<file path="src/rtl/eaglesong_sponge_ctrl.sv">
// Eaglesong sponge controller: absorbs 256-bit rate blocks into the 512-bit state, runs one
// permutation per block through an external core and presents the 256-bit digest afterwards.
module eaglesong_sponge_ctrl #(
    parameter int PERM_TIMEOUT = 64,
    parameter int CNT_W        = 16
) (
    input  logic              clk,
    input  logic              reset_n,
    input  logic              abort,
    input  logic              block_valid,
    output logic              block_ready,
    input  logic [255:0]      block_data,
    input  logic              block_last,
    output logic [15:0][31:0] perm_state_input,
    output logic              perm_start,
    input  logic [15:0][31:0] perm_state_output,
    input  logic              perm_done,
    output logic              digest_valid,
    input  logic              digest_ready,
    output logic [255:0]      digest,
    output logic              busy,
    output logic              error,
    output logic [CNT_W-1:0]  block_count,
    output logic [2:0]        dbg_state
);

    localparam int TMR_W = $clog2(PERM_TIMEOUT);

    typedef enum logic [2:0] {
        S_IDLE       = 3'd0,
        S_PERM_START = 3'd1,
        S_PERM_WAIT  = 3'd2,
        S_DIGEST     = 3'd3,
        S_ERROR      = 3'd4
    } state_e;

    state_e             fsm_q;
    logic [15:0][31:0]  state_q;
    logic [15:0][31:0]  absorb_d;
    logic [CNT_W-1:0]   block_count_q;
    logic [CNT_W-1:0]   block_count_d;
    logic [TMR_W-1:0]   timer_q;
    logic [TMR_W-1:0]   timer_d;
    logic               block_ready_q;
    logic               perm_start_q;
    logic               error_q;
    logic               last_q;

    // Rate words 0..7 take the block XOR; capacity words 8..15 pass through untouched.
    always_comb begin
        absorb_d = state_q;
        for (int i = 0; i < 8; i++) begin
            absorb_d[i] = state_q[i] ^ block_data[255 - 32*i -: 32];
        end
    end

    always_comb begin
        digest = '0;
        for (int i = 0; i < 8; i++) begin
            digest[255 - 32*i -: 32] = state_q[i];
        end
    end

    assign block_count_d = (&block_count_q) ? block_count_q : block_count_q + CNT_W'(1);
    assign timer_d       = timer_q + TMR_W'(1);

    // Valid/ready: a transfer happens on a rising edge where both valid and ready are high;
    // ready never depends combinationally on valid, and the producer holds data while unaccepted.
    always_ff @(posedge clk or negedge reset_n) begin
        if (!reset_n) begin
            fsm_q         <= S_IDLE;
            state_q       <= '0;
            block_count_q <= '0;
            timer_q       <= '0;
            block_ready_q <= 1'b0;
            perm_start_q  <= 1'b0;
            error_q       <= 1'b0;
            last_q        <= 1'b0;
        end else if (abort) begin
            fsm_q         <= S_IDLE;
            state_q       <= '0;
            block_count_q <= '0;
            timer_q       <= '0;
            block_ready_q <= 1'b1;
            perm_start_q  <= 1'b0;
            error_q       <= 1'b0;
            last_q        <= 1'b0;
        end else begin
            perm_start_q <= 1'b0;
            case (fsm_q)
                S_IDLE: begin
                    block_ready_q <= 1'b1;
                    if (block_valid && block_ready_q) begin
                        state_q       <= absorb_d;
                        last_q        <= block_last;
                        block_count_q <= block_count_d;
                        block_ready_q <= 1'b0;
                        perm_start_q  <= 1'b1;
                        fsm_q         <= S_PERM_START;
                    end
                end
                S_PERM_START: begin
                    timer_q <= '0;
                    fsm_q   <= S_PERM_WAIT;
                end
                S_PERM_WAIT: begin
                    // A done arriving on the timeout edge still wins.
                    if (perm_done) begin
                        state_q <= perm_state_output;
                        if (last_q) begin
                            fsm_q <= S_DIGEST;
                        end else begin
                            fsm_q         <= S_IDLE;
                            block_ready_q <= 1'b1;
                        end
                    end else if (timer_q == TMR_W'(PERM_TIMEOUT - 2)) begin
                        error_q <= 1'b1;
                        fsm_q   <= S_ERROR;
                    end else begin
                        timer_q <= timer_d;
                    end
                end
                S_DIGEST: begin
                    if (digest_ready) begin
                        state_q       <= '0;
                        block_count_q <= '0;
                        block_ready_q <= 1'b1;
                        fsm_q         <= S_IDLE;
                    end
                end
                S_ERROR: begin
                    block_ready_q <= 1'b0;
                end
                default: begin
                    fsm_q <= S_IDLE;
                end
            endcase
        end
    end

    assign block_ready      = block_ready_q;
    assign perm_start       = perm_start_q;
    assign perm_state_input = state_q;
    assign digest_valid     = (fsm_q == S_DIGEST);
    assign busy             = (fsm_q != S_IDLE);
    assign error            = error_q;
    assign block_count      = block_count_q;
    assign dbg_state        = fsm_q;

endmodule

</file>
<file path="config.mk">
export PLATFORM = sky130hd
export DESIGN_NAME = eaglesong_sponge_ctrl
export DESIGN_NICKNAME = d
export VERILOG_FILES = /design/src/rtl/eaglesong_sponge_ctrl.sv
export SDC_FILE = /design/constraint.sdc
export NUM_CORES = 1
export LEC_CHECK = 0
export ABC_CLOCK_PERIOD_IN_PS = 2200
export CORE_AREA = 2 2 615 617
export CTS_CLUSTER_SIZE = 10
export DETAILED_ROUTE_END_ITERATION = 8
export DIE_AREA = 0 0 617 619
export PLACE_DENSITY = 0.3
export RECOVER_POWER = 100
export SETUP_SLACK_MARGIN = 0.4
export SYNTH_ARGS = -nofsm -noshare
export SYNTH_HDL_FRONTEND = slang
export SYNTH_SLANG_ARGS = --single-unit
export TNS_END_PERCENT = 100
</file>
<file path="constraint.sdc">
create_clock -name clk -period 2.2 [get_ports clk]
set_input_delay 0.44 -clock clk [delete_from_list [all_inputs] [get_ports clk]]
set_output_delay 0.44 -clock clk [all_outputs]
set_load 0.1 [all_outputs]
</file>
-- Word level (Yosys, flattened, before mapping)
Index checks and enable logic that the tools add are counted.
- bits of input ports: 775
- output and inout port bits: 792
- word-level logic and storage cells: 107
- flip-flop bits (word level): 541
- bitwise logic cells: 8
- eq/ne operators: 16
- mux-type cells: 37
- reductions and logical operators: 21
- $add $sub $neg: 2
- operators by type and width (kind ; number):
    512-bit two-way mux ; 3
    512-bit one-hot mux with 3 select lines ; 1
    256-bit two-way mux ; 1
    32-bit XOR ; 8
    16-bit two-way mux ; 4
    16-bit one-hot mux with 2 select lines ; 1
    4-bit AND reduction ; 5
    6-bit two-way mux ; 3
    3-bit inequality test (second input constant) ; 6
    16-bit by 1-bit adder with 16-bit output (second input constant) ; 1
    16-bit AND reduction ; 1
    1-bit two-way mux ; 15
    3-bit two-way mux ; 5
    3-bit one-hot mux with 5 select lines ; 1
    6-bit one-hot mux with 2 select lines ; 1
    3-bit nonzero test ; 4
    2-bit nonzero test ; 4
    6-bit by 1-bit adder with 6-bit output (second input constant) ; 1
    3-bit by 2-bit == test with 1-bit output (second input constant) ; 2
    6-bit == test (second input constant) ; 1
    2-bit inequality test (second input constant) ; 3
    3-bit AND reduction ; 2
    5-bit nonzero test ; 1
    4-bit inequality test (second input constant) ; 1
    other kinds (9) ; 9

-- Longest topological paths before layout
- depth after elaboration: 5
- gate-level depth with buffers: 10
- gate-level depth less buffers: 7

-- Least setup slack after synthesis
No wires, ideal clock.
- path type: register to output
- from: register fsm_q[0], in the netlist dbg_state[0]
- to: output port digest_valid
- path slack: -863 ps
- data required time: 1760 ps
- data arrival time: 2623 ps
- cell stages (with the launch flop): 5
- path buffers: 3
- path through: dfrtp_1 > buf_2 > clkbuf_1 > buf_1 > and2_1
- cells in the longest elaborated chain, start to end: 1
- RTL lines (element ; line ; RTL):
    from (decl) ; 37 ; state_e fsm_q;
    from (signal assigned) ; 71 ; fsm_q <= S_IDLE;
    from (signal assigned) ; 80 ; fsm_q <= S_IDLE;
    from (signal assigned) ; 99 ; fsm_q <= S_PERM_START;
    3-bit by 2-bit == test with 1-bit output ; 144 ; assign digest_valid = (fsm_q == S_DIGEST);
    to (decl) ; 18 ; output logic digest_valid,
No other way between the ends.

-- Worst setup path after layout
- from: register fsm_q[2], in the netlist dbg_state[2]
- to: output port busy
- cells in the longest elaborated chain, start to end: 1
- RTL lines (element ; line ; RTL):
    3-bit nonzero test ; 145 ; assign busy = (fsm_q != S_IDLE);
    to (decl) ; 21 ; output logic busy,
No other way between the ends.

==> flow_metrics.tcl <==
set metrics [dict create \
    setup_ws_ns -0.250 \
    critPathRequiredTime_ns 1.76 \
    vias 34000 \
    areaGrowthSynthToFinish_pct 117 \
    place.gp.congestion 0.964 \
    layout_commonest_cell "clkdlybuf4s50_1" \
    syn_area_mm2 0.0278 \
    pwr_density_cell_mw_per_mm2 877 \
    fp.dieW_um 617 \
    numCtsBuffers 87 \
    grt_usage_pct 14.8 \
    vdd_drop_max_mv 0.613 \
    hold_path_class "in2reg" \
    synth_edf_count 0 \
    cp_max_fo 4 \
    worstSetupEndpointType "primary output" \
    via_per_inst 3.37 \
    grt_pass1_vias 32500 \
    grt_pass1_wl_mm 371 \
    arrival_ns 2.01 \
    cts_root_buf "clkbuf_16" \
    placedInstanceArea_mm2 0.0490 \
    nFillCells 42100 \
    slew_headroom_pct 3.94 \
    routed_wl_mm 301 \
    cts_tree "done" \
    h-tree-depth 3 \
    drtPass1Iterations 7 \
    hold_viol 0 \
    cts.sinks 541 \
    clk_latency_ns 0.81 \
    dpl.hpwl_mm 237 \
    clock_path_buffers 4 \
    setup_viol 514 \
    final_area_mm2 0.0605 \
    cap_violations 0 \
    initial_core_util_pct 7.43 \
    synth-seq-area-share_pct 48.6 \
    fin_worst_skew_ns 0.0785 \
    final_antenna_net_count 0 \
    synth_nets 4084 \
    max_freq_mhz 408 \
    final_cell_mix "clkdlybuf4s50_1, dfrtp_1, clkbuf_4" \
    crit_family "flip-flops" \
    synthFlopType "dfrtp_1" \
    rsz0062_at_grt "yes" \
    antenna_found_initial 199 \
    finalCritPeriodShare_pct 111 \
    fin_nets 5753 \
    io_pins 1567 \
    fin_crit_ns 2.45 \
    path_buf_inv 2 \
    slew_viol_final 0 \
    setup.worst_path.class "reg2out" \
    row_count 225 \
    status "complete, but fails checks" \
    synth-async-reset-ratio_pct 100 \
    clkSlewWorstSetupHoldPaths_ns 0.07 \
    synth_top_cell_area_share_pct 48.6 \
    wl_per_cell_um 29.9 \
    p_leak_nw 24.9 \
    drt_iter0_markers 2316 \
    overflow 0 \
    core_mm2 0.375 \
    port_buffers 1566 \
    multiInputGateArea_mm2 0.0141 \
    cp-start-kind "flop" \
    path_cells "buf_8 > or3_4 > buf_12" \
    ys_types 48 \
    yosysWarnings 0 \
    slowest_stage "dfrtp_4" \
    synth_area_per_cell_um2 8.42 \
    max_stage_delay_ns 0.48 \
    worstMarginPinSlew_ns 1.44 \
    drive_gt1_share_pct 42.8 \
    synth_cells 3306 \
    synth-seq-cells 541 \
    violations "setup timing" \
    seq_area_mm2 0.0136 \
    grt_start_max_net_pins 67 \
    drcViolationCount 0 \
    pre_cts_slack_ns -0.929 \
    yosysTopAreaCell "dfrtp_1" \
    die_y_um 619 \
    die_area_mm2 0.382 \
    yosys-top-cells-area "dfrtp_1, buf_4, nand2_1" \
]
-- cell families after synthesis --
| group | share of synthesized area (%) |
|---|---|
| flops | 48.6 |
| mux | 0.153 |
| xor+xnor | 0.0629 |
| buf+inv | 14.7 |
| fa+ha+maj | 0.135 |
| simple gates | 18.2 |
| compound gates | 18.1 |
-- per-layer routing --
metal,up-vias,GRT usage [%],wire length (um)
met1,17300,17.0,116000
li1,14500,-,-
met4,138,4.59,10700
met5,-,0,915
met2,1523,24.9,144000
met3,559,6.13,29500
-- state kept, by name, summed over array words and instances, names as in the netlist --
signal,flops
last_q,1
block_ready,1
dbg_state,3
digest,256
perm_state_input,256
block_count,16
error,1
perm_start,1
timer_q,6
-- worst min-delay path: stages --
cell and delay (ns):
clkdlybuf4s50_1 0.41, nand3_2 0.07, nand2_1 0.04
-- stage by stage --
step / total power, mW / util [%] / std cells / TNS, ns / hold slack [ns]
floorplan: 27.8 / - / 3306 / 0 / 0.144
global placement: 35.1 / 13.1 / 9614 / -378.01 / 0.370
finish: 53.0 / 16.1 / 10100 / -48.86 / 0.183
CTS: 53.0 / 15.3 / 9947 / -48.92 / 0.0724
detailed placement: 35.2 / 13.1 / 9614 / -381.58 / 0.371
global route: 54.7 / 16.1 / 10100 / -85.62 / 0.134
-- final cells by class --
type                    count  area share (%)
clock buffers             132            4.24
flip-flops and latches    541            22.5
diodes                     46           0.190
inverters                 255            1.58
multi-input cells        2012            23.3
clock inverters            21           0.563
repair buffers           2078            37.4
well taps                4994            10.3
-- power breakdown --
group | leakage [nW] | internal [mW] | switching (mW)
Combinational | 16.2 | 6.99 | 18.5
Sequential | 7.27 | 10.9 | 1.79
Clock | 1.42 | 8.85 | 6.07
-- cell usage after synthesis, drive strengths merged (2+ instances only) --
cell,n
a21o,2
or2,4
nor4,2
buf,432
nor2,286
o22a,7
nand4,7
mux2i,2
nor3,5
a21oi,20
dfrtp,541
and4,2
xor2,2
mux2,2
or3,2
nand2,530
o21ai,530
o31ai,4
and3,4
nand3b,2
clkbuf,66
nand2b,4
a32oi,192
a31oi,68
nand3,264
ha,3
inv,255
nor3b,57
-- worst paths after layout --
check | startpoint | cells past startpoint | to | slack (ns)
worst min-delay path | perm_state_output[448] | 3 | perm_state_input[448] | 0.18
worst min register to register | perm_state_input[273] | 2 | perm_state_input[273] | 0.46
worst max register to register | dbg_state[0] | 13 | digest[59] | -0.20
worst max-delay path | dbg_state[2] | 3 | busy | -0.25
min in group asynchronous | reset_n | 2 | perm_state_input[411] | 0.46
max in group asynchronous | reset_n | 3 | digest[217] | 0.07
-- what timing repair did --
action | CTS | global route
gates cloned | 85 | 27
pin swaps | 237 | 314
hold buffers | 1 | 0
endpoints found under the setup margin | 1325 | 1326
buffers inserted | 94 | 59
endpoints found under the hold margin | 93 | 0
gates resized for setup | 683 | 883
Power figures use the tool's default switching activity.
